===== config.mk =====
export PLATFORM = sky130hd
export DESIGN_NAME = fifo_stream_ctrl
export DESIGN_NICKNAME = d
export VERILOG_FILES = /design/src/rtl/fifo_stream_ctrl.sv
export SDC_FILE = /design/constraint.sdc
export NUM_CORES = 1
export LEC_CHECK = 0
export CAP_MARGIN = 20
export CELL_PAD_IN_SITES_DETAIL_PLACEMENT = 0
export CELL_PAD_IN_SITES_GLOBAL_PLACEMENT = 2
export CORE_UTILIZATION = 45
export CTS_BUF_LIST = sky130_fd_sc_hd__clkbuf_2
export DETAILED_ROUTE_END_ITERATION = 16
export MAX_ROUTING_LAYER = met4
export PLACE_DENSITY = 0.74
export SYNTH_ARGS = -nofsm -noshare
export SYNTH_HDL_FRONTEND = slang
export SYNTH_SLANG_ARGS = --single-unit
export TNS_END_PERCENT = 1

===== constraint.sdc =====
create_clock -name clk -period 7.65 [get_ports clk]
set_input_delay 1.9125 -clock clk [delete_from_list [all_inputs] [get_ports clk]]
set_output_delay 1.9125 -clock clk [all_outputs]
set_load 0.03 [all_outputs]

===== src/rtl/fifo_stream_ctrl.sv =====
// rtl/fifo_stream_ctrl.sv - first-word fall-through stream FIFO with flush and optional packet mode
//
// Purpose:
//   Register-array FWFT FIFO of any DEPTH (2..2**ADDR_WIDTH). It provides an occupancy
//   count, almost-full/almost-empty flags decoded from the registered count, and a
//   synchronous flush. When the macro FIFO_STREAM_PKT_EN is defined, the head word is
//   withheld until a complete packet (TLAST) is stored. A completely full FIFO is always
//   released, so a packet larger than the FIFO cuts through instead of deadlocking.
//
// Ports:
//   clk, reset            clock (rising edge), asynchronous active-high reset
//   flush                 synchronous clear of pointers, count and packet count
//   din_TVALID/TREADY     write handshake; din_TDATA carries the payload
//   din_TLAST             end of packet on write (FIFO_STREAM_PKT_EN only)
//   dout_TVALID/TREADY    read handshake; dout_TDATA is the head word (FWFT)
//   dout_TLAST            head word ends a packet (FIFO_STREAM_PKT_EN only)
//   count                 stored words, 0..DEPTH
//   almost_full           count >= AF_THRESH
//   almost_empty          count <= AE_THRESH
module fifo_stream_ctrl #(
  parameter int DATA_WIDTH = 32,
  parameter int ADDR_WIDTH = 5,
  parameter int DEPTH      = 32,
  parameter int AF_THRESH  = 30,
  parameter int AE_THRESH  = 2
) (
  input  logic                  clk,
  input  logic                  reset,
  input  logic                  flush,
  input  logic                  din_TVALID,
  output logic                  din_TREADY,
  input  logic [DATA_WIDTH-1:0] din_TDATA,
`ifdef FIFO_STREAM_PKT_EN
  input  logic                  din_TLAST,
`endif
  output logic                  dout_TVALID,
  input  logic                  dout_TREADY,
  output logic [DATA_WIDTH-1:0] dout_TDATA,
`ifdef FIFO_STREAM_PKT_EN
  output logic                  dout_TLAST,
`endif
  output logic [ADDR_WIDTH:0]   count,
  output logic                  almost_full,
  output logic                  almost_empty
);

`ifdef FIFO_STREAM_PKT_EN
  localparam int ENTRY_W = DATA_WIDTH + 1;
`else
  localparam int ENTRY_W = DATA_WIDTH;
`endif

  localparam logic [ADDR_WIDTH-1:0] LAST_IDX = ADDR_WIDTH'(DEPTH - 1);
  localparam logic [ADDR_WIDTH:0]   FULL_CNT = (ADDR_WIDTH + 1)'(DEPTH);
  localparam logic [ADDR_WIDTH:0]   AF_CNT   = (ADDR_WIDTH + 1)'(AF_THRESH);
  localparam logic [ADDR_WIDTH:0]   AE_CNT   = (ADDR_WIDTH + 1)'(AE_THRESH);

  logic [ENTRY_W-1:0]    mem [DEPTH];
  logic [ADDR_WIDTH-1:0] wr_ptr;
  logic [ADDR_WIDTH-1:0] rd_ptr;
  logic [ADDR_WIDTH-1:0] wr_ptr_nxt;
  logic [ADDR_WIDTH-1:0] rd_ptr_nxt;
  logic                  init;
  logic                  push;
  logic                  pop;
  logic [ENTRY_W-1:0]    wr_entry;
  logic [ENTRY_W-1:0]    head;

  // Explicit wrap compare: DEPTH need not be a power of two.
  assign wr_ptr_nxt = (wr_ptr == LAST_IDX) ? '0 : wr_ptr + 1'b1;
  assign rd_ptr_nxt = (rd_ptr == LAST_IDX) ? '0 : rd_ptr + 1'b1;

  // No pass-through when full: a pop in the same cycle does not reopen the input.
  assign din_TREADY = init & (count != FULL_CNT);
  assign push       = din_TVALID & din_TREADY;
  assign pop        = dout_TVALID & dout_TREADY;

  assign head       = mem[rd_ptr];
  assign dout_TDATA = head[DATA_WIDTH-1:0];

  assign almost_full  = (count >= AF_CNT);
  assign almost_empty = (count <= AE_CNT);

`ifdef FIFO_STREAM_PKT_EN
  logic [ADDR_WIDTH:0] pkt_cnt;
  logic                push_last;
  logic                pop_last;

  assign wr_entry    = {din_TLAST, din_TDATA};
  assign dout_TLAST  = head[DATA_WIDTH];
  assign push_last   = push & din_TLAST;
  assign pop_last    = pop & head[DATA_WIDTH];
  // Full with no complete packet: release anyway so oversize packets cut through.
  assign dout_TVALID = (count != '0) & ((pkt_cnt != '0) | (count == FULL_CNT));

  always_ff @(posedge clk or posedge reset) begin
    if (reset) begin
      pkt_cnt <= '0;
    end else if (flush) begin
      pkt_cnt <= '0;
    end else begin
      case ({push_last, pop_last})
        2'b10:   pkt_cnt <= pkt_cnt + 1'b1;
        2'b01:   pkt_cnt <= pkt_cnt - 1'b1;
        default: pkt_cnt <= pkt_cnt;
      endcase
    end
  end
`else
  assign wr_entry    = din_TDATA;
  assign dout_TVALID = (count != '0);
`endif

  // Storage has no reset; flush only discards pointers, so old contents remain.
  always_ff @(posedge clk) begin
    if (push && !flush) begin
      mem[wr_ptr] <= wr_entry;
    end
  end

  always_ff @(posedge clk or posedge reset) begin
    if (reset) begin
      wr_ptr <= '0;
      rd_ptr <= '0;
      count  <= '0;
      init   <= 1'b0;
    end else begin
      init <= 1'b1;
      if (flush) begin
        wr_ptr <= '0;
        rd_ptr <= '0;
        count  <= '0;
      end else begin
        if (push) begin
          wr_ptr <= wr_ptr_nxt;
        end
        if (pop) begin
          rd_ptr <= rd_ptr_nxt;
        end
        case ({push, pop})
          2'b10:   count <= count + 1'b1;
          2'b01:   count <= count - 1'b1;
          default: count <= count;
        endcase
      end
    end
  end

endmodule


==> flow_summary.ini <==
[sta]
worst_slew_pin_slew_ns = 1.11
maxSlewHeadroom_pct = 25.6
hold_violations = 0
max_freq_mhz = 144
rsz0062_at_grt = false
slew_viol_final = 0
min_period_ns = 6.95
fin_ws_ns = 0.703
fin_skew_ns = 0.154
setup_viol = 0
min_period_over_period_pct = 90.8
tns_ns = 0

[drt]
wl_um = 94200
num_vias = 18900
drc_errors = 0
ant_nets = 0
first_iter_violations = 1880
drtPass1Iterations = 5
viasPerCell = 5.81
wire_per_inst_um = 28.9

[synth]
syn_nets = 1664
synth_area_per_cell_um2 = 24.8
yosysTopAreaCell = edfxtp_1
yosys_register_bits = 1041
syn_inst = 1615
netlist_area_um2 = 40000
yosysMostFrequentCell = edfxtp_1
yosys_warnings = 0
seq_area_frac_synth_pct = 77.9
netlist.area_leader.share_pct = 76.9
yosys-top-cells-area = edfxtp_1, mux4_2, dfrtp_1
synthArstFlopShare_pct = 1.63
synthDistinctLibCells = 38
synth_commonest_cells = edfxtp_1, mux4_2, nor2_1
synth_edf_count = 1024
synthFlopType = edfxtp_1

[cells_and_area]
fin_nets = 2005
area_growth_pct = 12.5
nFillCells = 6890
layout-drive-gt1-share_pct = 40.4

[pwr]
peakVddDrop_uv = 246
powerDensity_nw_per_um2 = 276
power_leakage_uw = 0.0140

[setup_path]
rrSetupSlack_ns = 4.33
r2r-start = count[0]
ff2ff_path_depth = 6
critPathKind = reg -> out
slowest_delay_ns = 0.93
r2r-end = mem[23][2]
cp_top_family = multiplexers
crit_start = rd_ptr[0]
cp_num_cells = 5
path_max_fanout = 77
required_ns = 5.74
crit_buf_inv = 2
cp_data_arrival_time_ns = 5.03
startpoint_type = register
cp_common_cell = mux4_2
endpoint = dout_TDATA[9]
end_kind = primary output
crit_path_cell_trace = buf_12 -> mux4_2 -> mux4_2 -> mux2_2 -> clkdlybuf4s50_1
cp_slowest_cell = dfrtp_4

[cts]
root_buffer = clkbuf_2
clkSlewWorstSetupHoldPaths_ns = 0.09
clock_path_buffers = 4
cts_buffers = 277
tritoncts = done
cts.sinks = 1041
cts_setup_buffers = 0
clk_latency_ns = 1.47
holdBufCountCts = 0
htree_levels = 5
cts_resized = 0

[floorplanning]
io-pin-count = 79
rows = 108
die_x_um = 300
die_area_um2 = 90100
core_um2 = 87400
die_h_um = 300
start_util_pct = 45.7

[global_route]
grt_max_degree = 97
grt_pass1_vias = 20300
grt_pass1_wl_um = 137000
grt_antenna_before_repair = 2
grt_use_total_pct = 22.3
grt-ovfl-total = 0

[placed_design]
numPortBuffers = 78
gp_congestion = 0.744
preCtsSetupSlack_ns = 2.01
hpwlAfterDp_um = 50200

[min_path]
hold_path_class = reg -> reg
hold_start = count[4]

[run_status]
status = finished, final reports clean

[run]
cap_violations = 0
==> report_power, final <==
group,internal (uW),total (uW),switching [uW]
clock,1340,3450,2110
sequential,6290,6410,121
combinational,1370,2570,1200
==> sequential cells by signal (all words and copies together), names as in the netlist <==
| name | count |
|---|---|
| mem | 1024 |
| count | 6 |
| rd_ptr | 5 |
| wr_ptr | 5 |
| init | 1 |
==> metrics by stage <==
stage | area (um^2) | util, % | hold WS, ns | total power [uW] | instances
2_1_floorplan | 40000 | - | 0.593 | 8430 | 1615
3_3_place_gp | 42500 | 48.6 | 0.626 | 9120 | 2816
3_5_place_dp | 42600 | 48.7 | 0.641 | 9140 | 2821
4_1_cts | 44700 | 51.1 | 0.665 | 12600 | 3242
5_1_grt | 45000 | 51.5 | 0.713 | 13000 | 3256
6_report | 45000 | 51.5 | 0.659 | 12400 | 3257
==> worst register-to-register path, stage by stage, from the launching register on <==
cell and delay, ns:
dfrtp_1 0.56, nor2_1 0.12, nand3_1 0.12, and4b_1 0.28, nand2_1 0.48, nor2_4 1.00, buf_4 0.49
==> cells in the final DEF (no fill, tap or decap), types with 5 or more instances in the layout <==
master and n:
edfxtp_1 1024, clkbuf_2 380, mux4_2 320, clkdlybuf4s50_1 78, buf_4 47, clkinv_1 34
mux2_2 32, nor2_4 32, nor2_1 20, dfrtp_1 12, ha_1 11, buf_12 11
a21oi_1 10, nand2_1 7, mux2i_1 7, buf_16 7, o21ai_0 5, xnor2_1 5
==> layout make-up <==
type	instances	area [um^2]	share of cell area [%]
sequential	1041	31200	69.3
multi-input combinational	487	8640	19.2
clock buffer	380	1900	4.23
timing repair buffer	146	1610	3.58
tap	1155	1450	3.21
clock inverter	41	183	0.406
inverter	3	11.3	0.0250
antenna	4	10.0	0.0222
==> per-layer routing <==
metal / up-vias / track usage [%] / wire [um]
li1: 7796 / - / -
met2: 754 / 34.2 / 46500
met1: 10200 / 29.6 / 39300
met5: - / - / 0
met4: 0 / 7.33 / 1960
met3: 156 / 5.09 / 6440
==> worst min path at each step <==
| stage | slack (ns) | depth (start not counted) | endpoint |
|---|---|---|---|
| global placement | 0.63 | 2 | count[4] |
| finish | 0.66 | 2 | count[4] |
| CTS | 0.67 | 2 | count[4] |
| global route | 0.71 | 2 | count[4] |
| floorplan | 0.59 | 3 | rd_ptr[1] |
| detailed placement | 0.64 | 2 | count[4] |
==> logic make-up (layout without fill, tap and decap cells) <==
logic type	count (synthesis)	after routing	synth area share, %
other cells	1	5	0.00938
flops	1041	1041	77.9
mux	360	360	19.1
simple gates	84	84	0.979
buf+inv	87	570	1.07
fa+ha+maj	12	12	0.394
compound gates	25	25	0.375
xor+xnor	5	5	0.109
Power figures use the tool's default switching activity.
